[src/rtl/conv_rr_scheduler.sv]
// Round-robin scheduler sharing one streaming convolution engine among R requesters.
// One job = N words routed into the engine, then L = N-M+1 result words routed back.
module conv_rr_scheduler #(
    parameter int R = 4,
    parameter int N = 32,
    parameter int M = 10,
    parameter int T = 16
) (
    input  logic           clk,
    input  logic           reset,
    input  logic [R*T-1:0] req_x_data,
    input  logic [R-1:0]   req_x_valid,
    output logic [R-1:0]   req_x_ready,
    output logic [R*T-1:0] req_y_data,
    output logic [R-1:0]   req_y_valid,
    input  logic [R-1:0]   req_y_ready,
    output logic [T-1:0]   eng_x_data,
    output logic           eng_x_valid,
    input  logic           eng_x_ready,
    input  logic [T-1:0]   eng_y_data,
    input  logic           eng_y_valid,
    output logic           eng_y_ready,
    output logic [R-1:0]   grant,
    output logic           busy,
    output logic           job_done,
    output logic [1:0]     dbg_state
);
    localparam int L  = N - M + 1;
    localparam int IW = (R > 1) ? $clog2(R) : 1;
    localparam int XW = $clog2(N + 1);
    localparam int YW = $clog2(L + 1);

    // Handshakes: a word moves on a clock edge where valid && ready are both high;
    // the owner's valid/ready are forwarded combinationally to/from the engine.
    typedef enum logic [1:0] {
        S_IDLE  = 2'd0,
        S_LOAD  = 2'd1,
        S_DRAIN = 2'd2
    } state_t;

    state_t          state_q, state_d;
    logic [R-1:0]    grant_q, grant_d;
    logic [IW-1:0]   ptr_q, ptr_d;
    logic [XW-1:0]   x_cnt_q, x_cnt_d;
    logic [YW-1:0]   y_cnt_q, y_cnt_d;
    logic [R-1:0]    pick_oh;
    logic            found;

    always_ff @(posedge clk or negedge reset) begin
        if (!reset) begin
            state_q <= S_IDLE;
            grant_q <= '0;
            ptr_q   <= '0;
            x_cnt_q <= '0;
            y_cnt_q <= '0;
        end else begin
            state_q <= state_d;
            grant_q <= grant_d;
            ptr_q   <= ptr_d;
            x_cnt_q <= x_cnt_d;
            y_cnt_q <= y_cnt_d;
        end
    end

    always_comb begin
        state_d     = state_q;
        grant_d     = grant_q;
        ptr_d       = ptr_q;
        x_cnt_d     = x_cnt_q;
        y_cnt_d     = y_cnt_q;
        pick_oh     = '0;
        found       = 1'b0;
        req_x_ready = '0;
        req_y_valid = '0;
        req_y_data  = {R{eng_y_data}};
        eng_x_data  = '0;
        eng_x_valid = 1'b0;
        eng_y_ready = 1'b0;
        job_done    = 1'b0;

        // First pass scans ptr..R-1, second pass wraps to 0..ptr-1.
        for (int i = 0; i < R; i++) begin
            if (!found && req_x_valid[i] && (i >= int'(ptr_q))) begin
                found      = 1'b1;
                pick_oh[i] = 1'b1;
            end
        end
        for (int i = 0; i < R; i++) begin
            if (!found && req_x_valid[i]) begin
                found      = 1'b1;
                pick_oh[i] = 1'b1;
            end
        end

        case (state_q)
            S_IDLE: begin
                if (found) begin
                    grant_d = pick_oh;
                    state_d = S_LOAD;
                end
            end
            S_LOAD: begin
                for (int i = 0; i < R; i++) begin
                    if (grant_q[i]) begin
                        eng_x_data     = req_x_data[i*T +: T];
                        eng_x_valid    = req_x_valid[i];
                        req_x_ready[i] = eng_x_ready;
                    end
                end
                if (eng_x_valid && eng_x_ready) begin
                    if (x_cnt_q == XW'(N - 1)) begin
                        x_cnt_d = '0;
                        state_d = S_DRAIN;
                    end else begin
                        x_cnt_d = x_cnt_q + 1'b1;
                    end
                end
            end
            S_DRAIN: begin
                for (int i = 0; i < R; i++) begin
                    if (grant_q[i]) begin
                        req_y_valid[i] = eng_y_valid;
                        eng_y_ready    = req_y_ready[i];
                    end
                end
                if (eng_y_valid && eng_y_ready) begin
                    if (y_cnt_q == YW'(L - 1)) begin
                        job_done = 1'b1;
                        y_cnt_d  = '0;
                        grant_d  = '0;
                        state_d  = S_IDLE;
                        // Priority moves to the requester just after the one served.
                        for (int i = 0; i < R; i++) begin
                            if (grant_q[i]) begin
                                ptr_d = (i == R - 1) ? '0 : IW'(i + 1);
                            end
                        end
                    end else begin
                        y_cnt_d = y_cnt_q + 1'b1;
                    end
                end
            end
            default: state_d = S_IDLE;
        endcase
    end

    assign grant     = grant_q;
    assign busy      = (state_q != S_IDLE);
    assign dbg_state = state_q;

endmodule

[config.mk]
export PLATFORM = sky130hd
export DESIGN_NAME = conv_rr_scheduler
export DESIGN_NICKNAME = d
export VERILOG_FILES = /design/src/rtl/conv_rr_scheduler.sv
export SDC_FILE = /design/constraint.sdc
export NUM_CORES = 1
export LEC_CHECK = 0
export ABC_AREA = 1
export CAP_MARGIN = 20
export CORE_UTILIZATION = 30
export CTS_CLUSTER_DIAMETER = 200
export DETAILED_ROUTE_END_ITERATION = 6
export PLACE_DENSITY_LB_ADDON = 0.12
export SETUP_SLACK_MARGIN = 0.3
export SLEW_MARGIN = 10
export SYNTH_ARGS = -nofsm -noshare
export SYNTH_HDL_FRONTEND = slang
export SYNTH_SLANG_ARGS = --single-unit
export TNS_END_PERCENT = 1
[constraint.sdc]
create_clock -name clk -period 1.6 [get_ports clk]
set_clock_uncertainty 0.2 [all_clocks]
set_input_delay 0.16 -clock clk [delete_from_list [all_inputs] [get_ports clk]]
set_output_delay 0.16 -clock clk [all_outputs]
set_load 0.005 [all_outputs]
==> out/qor.yml <==
setup_slack_ps: -418
synth_edf_count: 0
io_pins: 190
hold_ws_ps: 26.9
multi_input_area_sq_mm: 0.00126
initial_core_util_pct: 31.1
cap_viol_max_count: 0
first_pass_iters: 4
postRouteAntennaNets: 0
cp-end-kind: "primary output"
yosys.cell_types.count: 30
syn_to_final_growth_pct: 57.4
ctsHoldBuffers: 0
die_x_um: 89.0
fillers: 774
hold_path.class: "input port to async pin"
cp.arrival_ps: 1660
clkTransAtPathRegs_ps: 80
required_ps: 1240
power.leakage_nw: 1.70
reg2reg_setup_slack_ps: -190
first_iter_violations: 59
htreeDepth: 1
syn_nets: 450
synth_top_area_share_pct: 21.8
clock-sinks: 19
yosys_warnings: 0
relSlewSlack_pct: 83.0
routed_wl_mm: 7.40
synth_flop_cell: "dfrtp_1"
fin_util_pct: 49.0
place.port_buffers: 109
grt_usage_pct: 17.6
drive_gt1_share_pct: 30.7
crit_type: "flop to primary output"
startpoint_type: "flop"
synth_area_leaders: "buf_4, dfrtp_1, nand2_1"
grt_pass1_vias: 2264
setup_viol: 44
netlist_instances: 355
hold_violations: 0
final_nets: 552
r2r_start: "grant[2]"
gp_congestion: 0.795
worstMarginPinSlew_ps: 253
rsz0062_at_grt: "yes"
num_vias: 2501
avgSynthCellArea_sq_um: 6.40
seq_area_sq_um: 479
grt_start_max_net_pins: 37
cts-buffers-inserted: 3
violations: "setup timing"
async_flop_share_pct: 100
vdd_drop_max_mv: 0.478
post-route-min-period_ps: 2020
via_per_inst: 4.51
antenna_cells: 0
grt_pass1_wl_mm: 10.9
clk_latency_ps: 260
die_area_sq_mm: 0.00792
core_area_sq_mm: 0.00729
cts_max_path_buffers: 2
row_count: 31
grt_antenna_before_repair: 0
ys_ff_latch: 19
dp.final_hpwl_mm: 5.55
fmax_ghz: 0.496
rr_worst_depth: 9
synthesis.area_sq_mm: 0.00227
slew_violations: 0
yosysSeqAreaShare_pct: 20.9
drc: 0
post_drt_wl_per_cell_um: 13.3
outcome: "finished with violations"
yosysTopAreaCell: "buf_4"
p_per_area_mw_per_mm2: 654
cts_tree: "built"
r2r_end: "y_cnt_q[1]"
critical_path.max_fanout: 8
die_height_um: 89.0
fin_crit_sh_pct: 126
cts_root_buf: "clkbuf_8"
grt_overflow: 0
==> where the power goes <==
group | internal [mW] | total, mW | leakage [nW] | switching, mW
clock network | 0.173 | 0.342 | 0.0255 | 0.169
logic | 0.782 | 1.39 | 1.43 | 0.607
registers | 0.547 | 0.607 | 0.240 | 0.0596
==> per-layer routing <==
metal  track usage (%)  wire length [um]  vias up
met5                 0                 0        -
met4              3.03                35        0
met3              4.06               646        4
met2              31.5              3590       97
li1                  -                 -     1298
met1              21.8              3130     1102
==> critical path, cell delays in order (launching register included) <==
cell,delay [ps]
dfrtp_1,390
buf_6,120
nor2_4,130
buf_12,130
buf_8,120
buf_6,90
nand2_2,30
o21ai_1,60
o21ai_1,70
o21ai_1,70
nor2_1,40
buf_2,120
==> state kept, by name, indices dropped and copies added, names as in the netlist <==
register / count
ptr_q: 2
y_cnt_q: 5
grant: 4
dbg_state: 2
x_cnt_q: 6
==> Yosys cell counts (3+ instances only) <==
cell,n
nand4_1,3
nand2_1,76
inv_1,24
nand3_1,17
xor2_1,4
o21ai_0,56
ha_1,3
buf_2,4
o21ai_1,8
dfrtp_1,19
nor2_1,36
clkbuf_1,5
buf_4,66
a21oi_1,5
nor3_1,10
==> cell usage in the layout (no fill, tap or decap), types with 2 or more instances in the layout <==
master / Yosys / layout
nand3_2: 2 / 2
nand2_4: 1 / 2
nor3_2: 0 / 6
ha_1: 3 / 3
buf_12: 0 / 4
nand2_2: 2 / 5
clkdlybuf4s15_2: 0 / 6
o21ai_0: 56 / 18
nand3_1: 17 / 17
nand2_1: 76 / 72
nor3_1: 10 / 3
inv_1: 24 / 16
buf_4: 66 / 50
nor2_4: 2 / 4
a21oi_2: 0 / 2
dfrtp_1: 19 / 16
o21ai_2: 1 / 2
buf_6: 0 / 10
xor2_1: 4 / 4
dfrtp_2: 0 / 3
clkbuf_2: 0 / 3
clkdlybuf4s50_1: 0 / 76
buf_2: 4 / 19
nor2_1: 36 / 34
o21ai_1: 8 / 45
nand3b_1: 2 / 2
a21oi_1: 5 / 3
nand4_1: 3 / 3
inv_2: 1 / 8
clkbuf_8: 0 / 3
==> layout make-up <==
cell class              instances  share of cell area (%)
well taps                      99                    3.47
multi-input cells             236                    35.2
inverters                      25                    2.70
clock buffers                   3                    1.16
repair buffers                172                    43.9
clock inverters                 1                   0.140
flip-flops and latches         19                    13.4
==> through the flow <==
stage	TNS, ps	area [sq um]	setup WS, ps	instances	total power, mW
2_1_floorplan	0	2280	56.7	355	1.31
3_3_place_gp	-14550	3350	-541	536	1.89
3_5_place_dp	-15170	3350	-550	536	1.90
4_1_cts	-10070	3530	-452	550	2.31
5_1_grt	-14140	3570	-521	555	2.54
6_report	-9440	3570	-418	555	2.34
==> logic make-up after synthesis <==
group	share of synthesized area (%)
DFF	20.9
and+or+nand+nor	30.6
buffers and inverters	27.7
AOI/OAI and AO/OA	17.2
xor gates and xnor gates	1.93
adders and majority gates	1.65
==> worst max-delay path by stage <==
stage / startpoint / endpoint / slack (ps) / cells after the start
2_1_floorplan: y_cnt_q[0] / grant[1] / 60 / 7
3_3_place_gp: req_x_valid[0] / eng_x_valid / -540 / 7
3_5_place_dp: req_x_valid[0] / eng_x_valid / -550 / 7
4_1_cts: grant[1] / eng_x_valid / -450 / 7
5_1_grt: grant[2] / job_done / -520 / 9
6_report: grant[1] / eng_x_data[4] / -420 / 11
==> what timing repair did <==
action | 4_1_cts | 5_1_grt
endpoints found under the setup margin | 53 | 53
gates cloned | 1 | 0
setup buffers | 9 | 5
pin swaps | 8 | 9
resized for setup | 151 | 43
No activity file was read; power rests on OpenSTA's default activity.
